## src/rtl/spi_flash_pkg.sv

```systemverilog
// Shared definitions for the SPI flash read sequencer.
// Holds the SPI-master register offsets, CTRL bit patterns, flash command codes,
// the sequencer state encoding and a helper that selects the outgoing stream byte.
package spi_flash_pkg;

  // SPI-master register offsets
  localparam logic [31:0] RegCtrl   = 32'h0000_0000;
  localparam logic [31:0] RegData   = 32'h0000_0004;
  localparam logic [31:0] RegStatus = 32'h0000_0008;

  // CTRL[7:0]: bit0 enable/start, bit3 slave select, CPOL=CPHA=0
  localparam logic [7:0] CtrlEnSel = 8'h09;
  localparam logic [7:0] CtrlOff   = 8'h00;

  // Flash commands
  localparam logic [7:0] CmdRead     = 8'h03;
  localparam logic [7:0] CmdFastRead = 8'h0B;

  // Bus transfer size: always 32-bit word
  localparam logic [1:0] SizeWord = 2'b10;

  typedef enum logic [2:0] {
    StIdle,
    StLdData,
    StStart,
    StGuard,
    StPoll,
    StCapt,
    StDesel,
    StDone
  } state_e;

  // Byte idx of the outgoing stream: cmd, three address bytes, then zeros
  // (dummy byte and data-phase bytes are all 0x00).
  function automatic logic [7:0] stream_byte(input logic [7:0]  cmd,
                                             input logic [23:0] addr,
                                             input logic [3:0]  idx);
    logic [7:0] b;
    b = 8'h00;
    case (idx)
      4'd0:    b = cmd;
      4'd1:    b = addr[23:16];
      4'd2:    b = addr[15:8];
      4'd3:    b = addr[7:0];
      default: b = 8'h00;
    endcase
    return b;
  endfunction

endpackage

```

## src/rtl/spi_flash_rd.sv

```systemverilog
// SPI flash read sequencer. Drives an SPI-master register block to issue a
// READ (0x03) command with a 24-bit address and collect 1..4 data bytes.
// Optional macro SPI_FLASH_RD_FAST_EN: use FAST READ (0x0B) with one dummy
// byte after the address; the dummy byte's read value is discarded.
//
// Ports:
//   clk_i, rst_i       clock, synchronous active-high reset
//   req_i              start a read (sampled only when idle)
//   flash_addr_i, len_i  flash byte address, byte count minus one
//   busy_o, done_o     operation in progress, one-cycle completion pulse
//   rdata_o            read bytes, first byte in [7:0], unused bytes zero
//   m_*                SPI-master register bus (CTRL 0x0, DATA 0x4, STATUS 0x8)
module spi_flash_rd
  import spi_flash_pkg::*;
#(
  parameter logic [7:0] DIV = 8'd1
) (
  input  logic        clk_i,
  input  logic        rst_i,
  input  logic        req_i,
  input  logic [23:0] flash_addr_i,
  input  logic [1:0]  len_i,
  output logic        busy_o,
  output logic        done_o,
  output logic [31:0] rdata_o,
  output logic [31:0] m_addr_o,
  output logic [31:0] m_wdata_o,
  output logic        m_wr_o,
  output logic        m_rd_o,
  output logic [1:0]  m_size_o,
  input  logic [31:0] m_rdata_i
);

`ifdef SPI_FLASH_RD_FAST_EN
  localparam logic [7:0] Cmd      = CmdFastRead;
  localparam logic [3:0] HdrBytes = 4'd5;
`else
  localparam logic [7:0] Cmd      = CmdRead;
  localparam logic [3:0] HdrBytes = 4'd4;
`endif

  state_e      state_q, state_d;
  logic [23:0] addr_q;
  logic [1:0]  len_q;
  logic [3:0]  cnt_q, cnt_d;      // index of the byte currently in flight
  logic        guard_q, guard_d;
  logic [31:0] rdata_q, rdata_d;
  logic [3:0]  last_idx;
  logic [1:0]  data_idx;
  logic        accept;
  logic        unused_rdata;

  assign accept       = (state_q == StIdle) && req_i;
  assign last_idx     = HdrBytes + {2'b00, len_q};
  assign data_idx     = 2'(cnt_q - HdrBytes);
  assign unused_rdata = ^m_rdata_i[31:8];
  assign m_size_o     = SizeWord;

  always_comb begin
    state_d   = state_q;
    cnt_d     = cnt_q;
    guard_d   = guard_q;
    rdata_d   = rdata_q;
    m_wr_o    = 1'b0;
    m_rd_o    = 1'b0;
    m_addr_o  = 32'h0;
    m_wdata_o = 32'h0;
    done_o    = 1'b0;
    busy_o    = (state_q != StIdle);
    rdata_o   = rdata_q;

    unique case (state_q)
      StIdle: begin
        if (req_i) begin
          state_d = StLdData;
          cnt_d   = 4'd0;
          rdata_d = 32'h0;
        end
      end
      StLdData: begin
        m_wr_o    = 1'b1;
        m_addr_o  = RegData;
        m_wdata_o = {24'h0, stream_byte(Cmd, addr_q, cnt_q)};
        state_d   = StStart;
      end
      StStart: begin
        m_wr_o    = 1'b1;
        m_addr_o  = RegCtrl;
        m_wdata_o = {16'h0, DIV, CtrlEnSel};
        guard_d   = 1'b0;
        state_d   = StGuard;
      end
      StGuard: begin
        // STATUS busy bit lags the CTRL write; wait two cycles before polling
        if (guard_q) state_d = StPoll;
        else         guard_d = 1'b1;
      end
      StPoll: begin
        m_rd_o   = 1'b1;
        m_addr_o = RegStatus;
        if (!m_rdata_i[0]) state_d = StCapt;
      end
      StCapt: begin
        m_rd_o   = 1'b1;
        m_addr_o = RegData;
        // Header and dummy bytes return junk; only data-phase bytes are kept
        if (cnt_q >= HdrBytes) rdata_d[{data_idx, 3'b000} +: 8] = m_rdata_i[7:0];
        if (cnt_q == last_idx) begin
          state_d = StDesel;
        end else begin
          cnt_d   = cnt_q + 4'd1;
          state_d = StLdData;
        end
      end
      StDesel: begin
        m_wr_o    = 1'b1;
        m_addr_o  = RegCtrl;
        m_wdata_o = {16'h0, DIV, CtrlOff};
        state_d   = StDone;
      end
      StDone: begin
        done_o  = 1'b1;
        state_d = StIdle;
      end
      default: state_d = StIdle;
    endcase

    // Outputs read as reset values for the whole time reset is held
    if (rst_i) begin
      m_wr_o    = 1'b0;
      m_rd_o    = 1'b0;
      m_addr_o  = 32'h0;
      m_wdata_o = 32'h0;
      done_o    = 1'b0;
      busy_o    = 1'b0;
      rdata_o   = 32'h0;
    end
  end

  always_ff @(posedge clk_i) begin
    if (rst_i) begin
      state_q <= StIdle;
      cnt_q   <= 4'd0;
      guard_q <= 1'b0;
      rdata_q <= 32'h0;
      addr_q  <= 24'h0;
      len_q   <= 2'd0;
    end else begin
      state_q <= state_d;
      cnt_q   <= cnt_d;
      guard_q <= guard_d;
      rdata_q <= rdata_d;
      if (accept) begin
        addr_q <= flash_addr_i;
        len_q  <= len_i;
      end
    end
  end

endmodule

```

## config.mk

```make
export PLATFORM = sky130hd
export DESIGN_NAME = spi_flash_rd
export DESIGN_NICKNAME = d
export VERILOG_FILES = /design/src/rtl/spi_flash_pkg.sv /design/src/rtl/spi_flash_rd.sv
export SDC_FILE = /design/constraint.sdc
export NUM_CORES = 1
export LEC_CHECK = 0
export BUFFER_PORTS_ARGS = -buffer_cell sky130_fd_sc_hd__buf_2
export CORE_MARGIN = 2
export CORE_UTILIZATION = 48
export DETAILED_ROUTE_END_ITERATION = 8
export PLACE_DENSITY = 0.82
export SLEW_MARGIN = 25
export SYNTH_ARGS = -nofsm -noshare
export SYNTH_HDL_FRONTEND = slang
export SYNTH_SLANG_ARGS = --single-unit
```

## constraint.sdc

```tcl
create_clock -name clk_i -period 2.41 [get_ports clk_i]
set_input_delay 0.3615 -clock clk_i [delete_from_list [all_inputs] [get_ports clk_i]]
set_output_delay 0.3615 -clock clk_i [all_outputs]
set_load 0.05 [all_outputs]
```

==> impl_metrics.toml <==
[outcome]
status = "finished clean"

[cells_and_area]
syn_to_final_growth_pct = 20.0
drive_above_1_share_pct = 33.7
final_common_cell = "buf_2"
fin_nets = 578
final_area_mm2 = 0.00441
diodes = 0
nFillCells = 651
final_cell_mix = "buf_2, dfxtp_1, conb_1, nand2_1, nor2b_1"

[synth]
async_flop_share_pct = 0
synth-main-ff-cell = "dfxtp_1"
synth_edf_count = 0
synth_top_area_share_pct = 35.9
syn_inst = 433
synthesis.area_mm2 = 0.00368
avgSynthCellArea_um2 = 8.49
ys_seq_elements = 66
synth.yosys.seq_area_share_pct = 35.9
ys_top_cells_by_area = "dfxtp_1, buf_4, a31o_2"
synth_area_leader_cell = "dfxtp_1"
synth_warnings = 0
ys_types = 45

[run]
drv_cap = 0

[sta]
maxSlewHeadroom_pct = 33.2
hold_violations = 0
finalCriticalPeriod_ns = 2.35
fin_crit_sh_pct = 97.6
max_freq_mhz = 425
tns_ns = 0
clock_skew_ns = 0.00767
setup_viol = 0
whs_ns = 0.257
report.final.slew_viol_count = 0
tightest_slew_ns = 0.996

[cts]
cts_root_buf = "clkbuf_8"
clockBufferDepth = 2
numClockSinks = 66
clock_latency_ns = 0.33
clk_pin_slew_ns = 0.07
cts_tree = "yes"
cts_max_level = 3
numCtsBuffers = 9

[critical_path]
critPathLaunchType = "flop"
critPathMaxFanout = 6
r2r_setup_slack_ns = 0.28
endpoint_kind = "output port"
required_ns = 2.05
crit_type = "flop to output port"
worstPathArrival_ns = 1.99
reg2reg_depth = 7
reg2reg_from = "cnt_q[0]"
r2r-end = "rdata_q[2]"
critPathLaunch = "cnt_q[0]"

[floorplanning]
die_w_um = 91.5
placeableCoreArea_mm2 = 0.00733
dieArea_mm2 = 0.00837
ios = 163
die_h_um = 91.5
start_util_pct = 50.1
rows = 31

[power_and_ir_drop]
power.leakage_nw = 1.90
power_density_mw_per_mm2 = 634
irDropWorstVdd_mv = 0.413

[route]
antenna_left = 0
via_per_inst = 5.02
wl_um = 8200
drc = 0
drt_pre_antenna_iters = 4
drt_iter0_markers = 124
wl_per_cell_um = 13.4
route.vias.total = 3079

[place]
place_congestion = 0.791
port_buffers = 83
placed_cell_area_mm2 = 0.00404
dp.final_hpwl_um = 5680

[global_route]
gr-total-overflow = 0
grt_max_degree = 108
antenna_found_initial = 0
grt_pass1_wl_um = 13400
grt_usage_pct = 19.8
grt_pass1_vias = 2799

[hold_path]
hp-class = "input pin to flop"
worstHoldStart = "flash_addr_i[23]"
hold_depth = 3
min_to = "addr_q[23]"
[state kept, by name, summed over array words and instances (netlist names)]
register	flops
state_q	3
rdata_q	32
len_q	2
addr_q	24
guard_q	1
cnt_q	4
[critical path: stages (launching register included)]
cell and delay, ns:
dfxtp_4 0.42, inv_6 0.06, ha_4 0.17, nor4_4 0.31, nor4b_2 0.08, buf_4 0.16, nand2_2 0.08, buf_12 0.14
nor2_4 0.03, buf_4 0.20
[per-layer routing]
layer	up-vias	track usage [%]	share of wire [%]
met5	-	0	0
met4	0	5.18	1.1
met3	10	6.39	7.0
met2	125	31.2	49
met1	1404	26.0	43
li1	1540	-	-
[final cells by class]
class                   instances  area (um^2)  share of cell area, %
well taps                      99          124                   2.81
clock buffers                  14          183                   4.14
flip-flops and latches         66         1330                   30.1
repair buffers                100          617                   14.0
inverters                       9         41.3                  0.936
clock inverters                 1         7.51                  0.170
multi-input cells             324         2110                   47.8
[kinds of logic (layout without fill, tap and decap cells)]
family,count (synthesis),after routing,share of synthesized area [%]
xor gates and xnor gates,2,2,0.477
other,2,55,0.204
DFF,66,66,35.9
and+or+nand+nor,167,167,25.1
AOI/OAI and AO/OA,91,91,18.9
adders and majority gates,7,7,2.38
muxes,2,2,0.545
buffers and inverters,96,124,16.5
[where the power goes]
| group | internal, W | leakage [nW] | switching (W) | total [W] |
|---|---|---|---|---|
| sequential | 0.00114 | 0.537 | 0.0000421 | 0.00119 |
| clock | 0.000481 | 0.0948 | 0.000399 | 0.000880 |
| combinational | 0.000181 | 1.27 | 0.000550 | 0.000731 |
| total | 0.00181 | 1.90 | 0.000991 | 0.00280 |
[Yosys cell counts (3+ instances only)]
master	count
dfxtp_1	66
buf_4	57
nand2_1	54
nor2b_1	37
nor3b_1	32
a21oi_1	31
a31o_2	29
clkbuf_1	18
nor2_1	15
inv_1	9
ha_1	7
a222oi_1	6
buf_2	5
nand3_1	5
nor3_1	5
a31o_1	4
buf_1	4
nand2b_1	4
o31ai_1	4
and3_1	3
o21ai_0	3
[per-stage QoR]
stage	utilization, %	total power, W	cells	setup WS, ns
finish	60.2	0.00280	613	0.0586
CTS	58.9	0.00281	611	0.00161
global route	60.2	0.00294	613	-0.0368
floorplan	-	0.00187	486	-0.0295
global placement	55.0	0.00189	594	0.0959
detailed placement	55.0	0.00191	594	0.0525
[how the worst max path moves through the flow]
stage	to	depth (start not counted)
5_1_grt	m_wdata_o[7]	9
2_1_floorplan	m_addr_o[3]	4
4_1_cts	m_wdata_o[7]	9
3_3_place_gp	m_wdata_o[1]	7
3_5_place_dp	m_wdata_o[1]	7
6_report	m_wdata_o[7]	9
[what timing repair did]
action,in CTS,in global routing
endpoints found under the hold margin,0,0
gates resized for setup,24,13
setup buffers,2,2
hold buffers,0,0
pin swaps,6,4
setup endpoints to repair,8,8
Note: power is estimated with default switching activity, not from simulation.
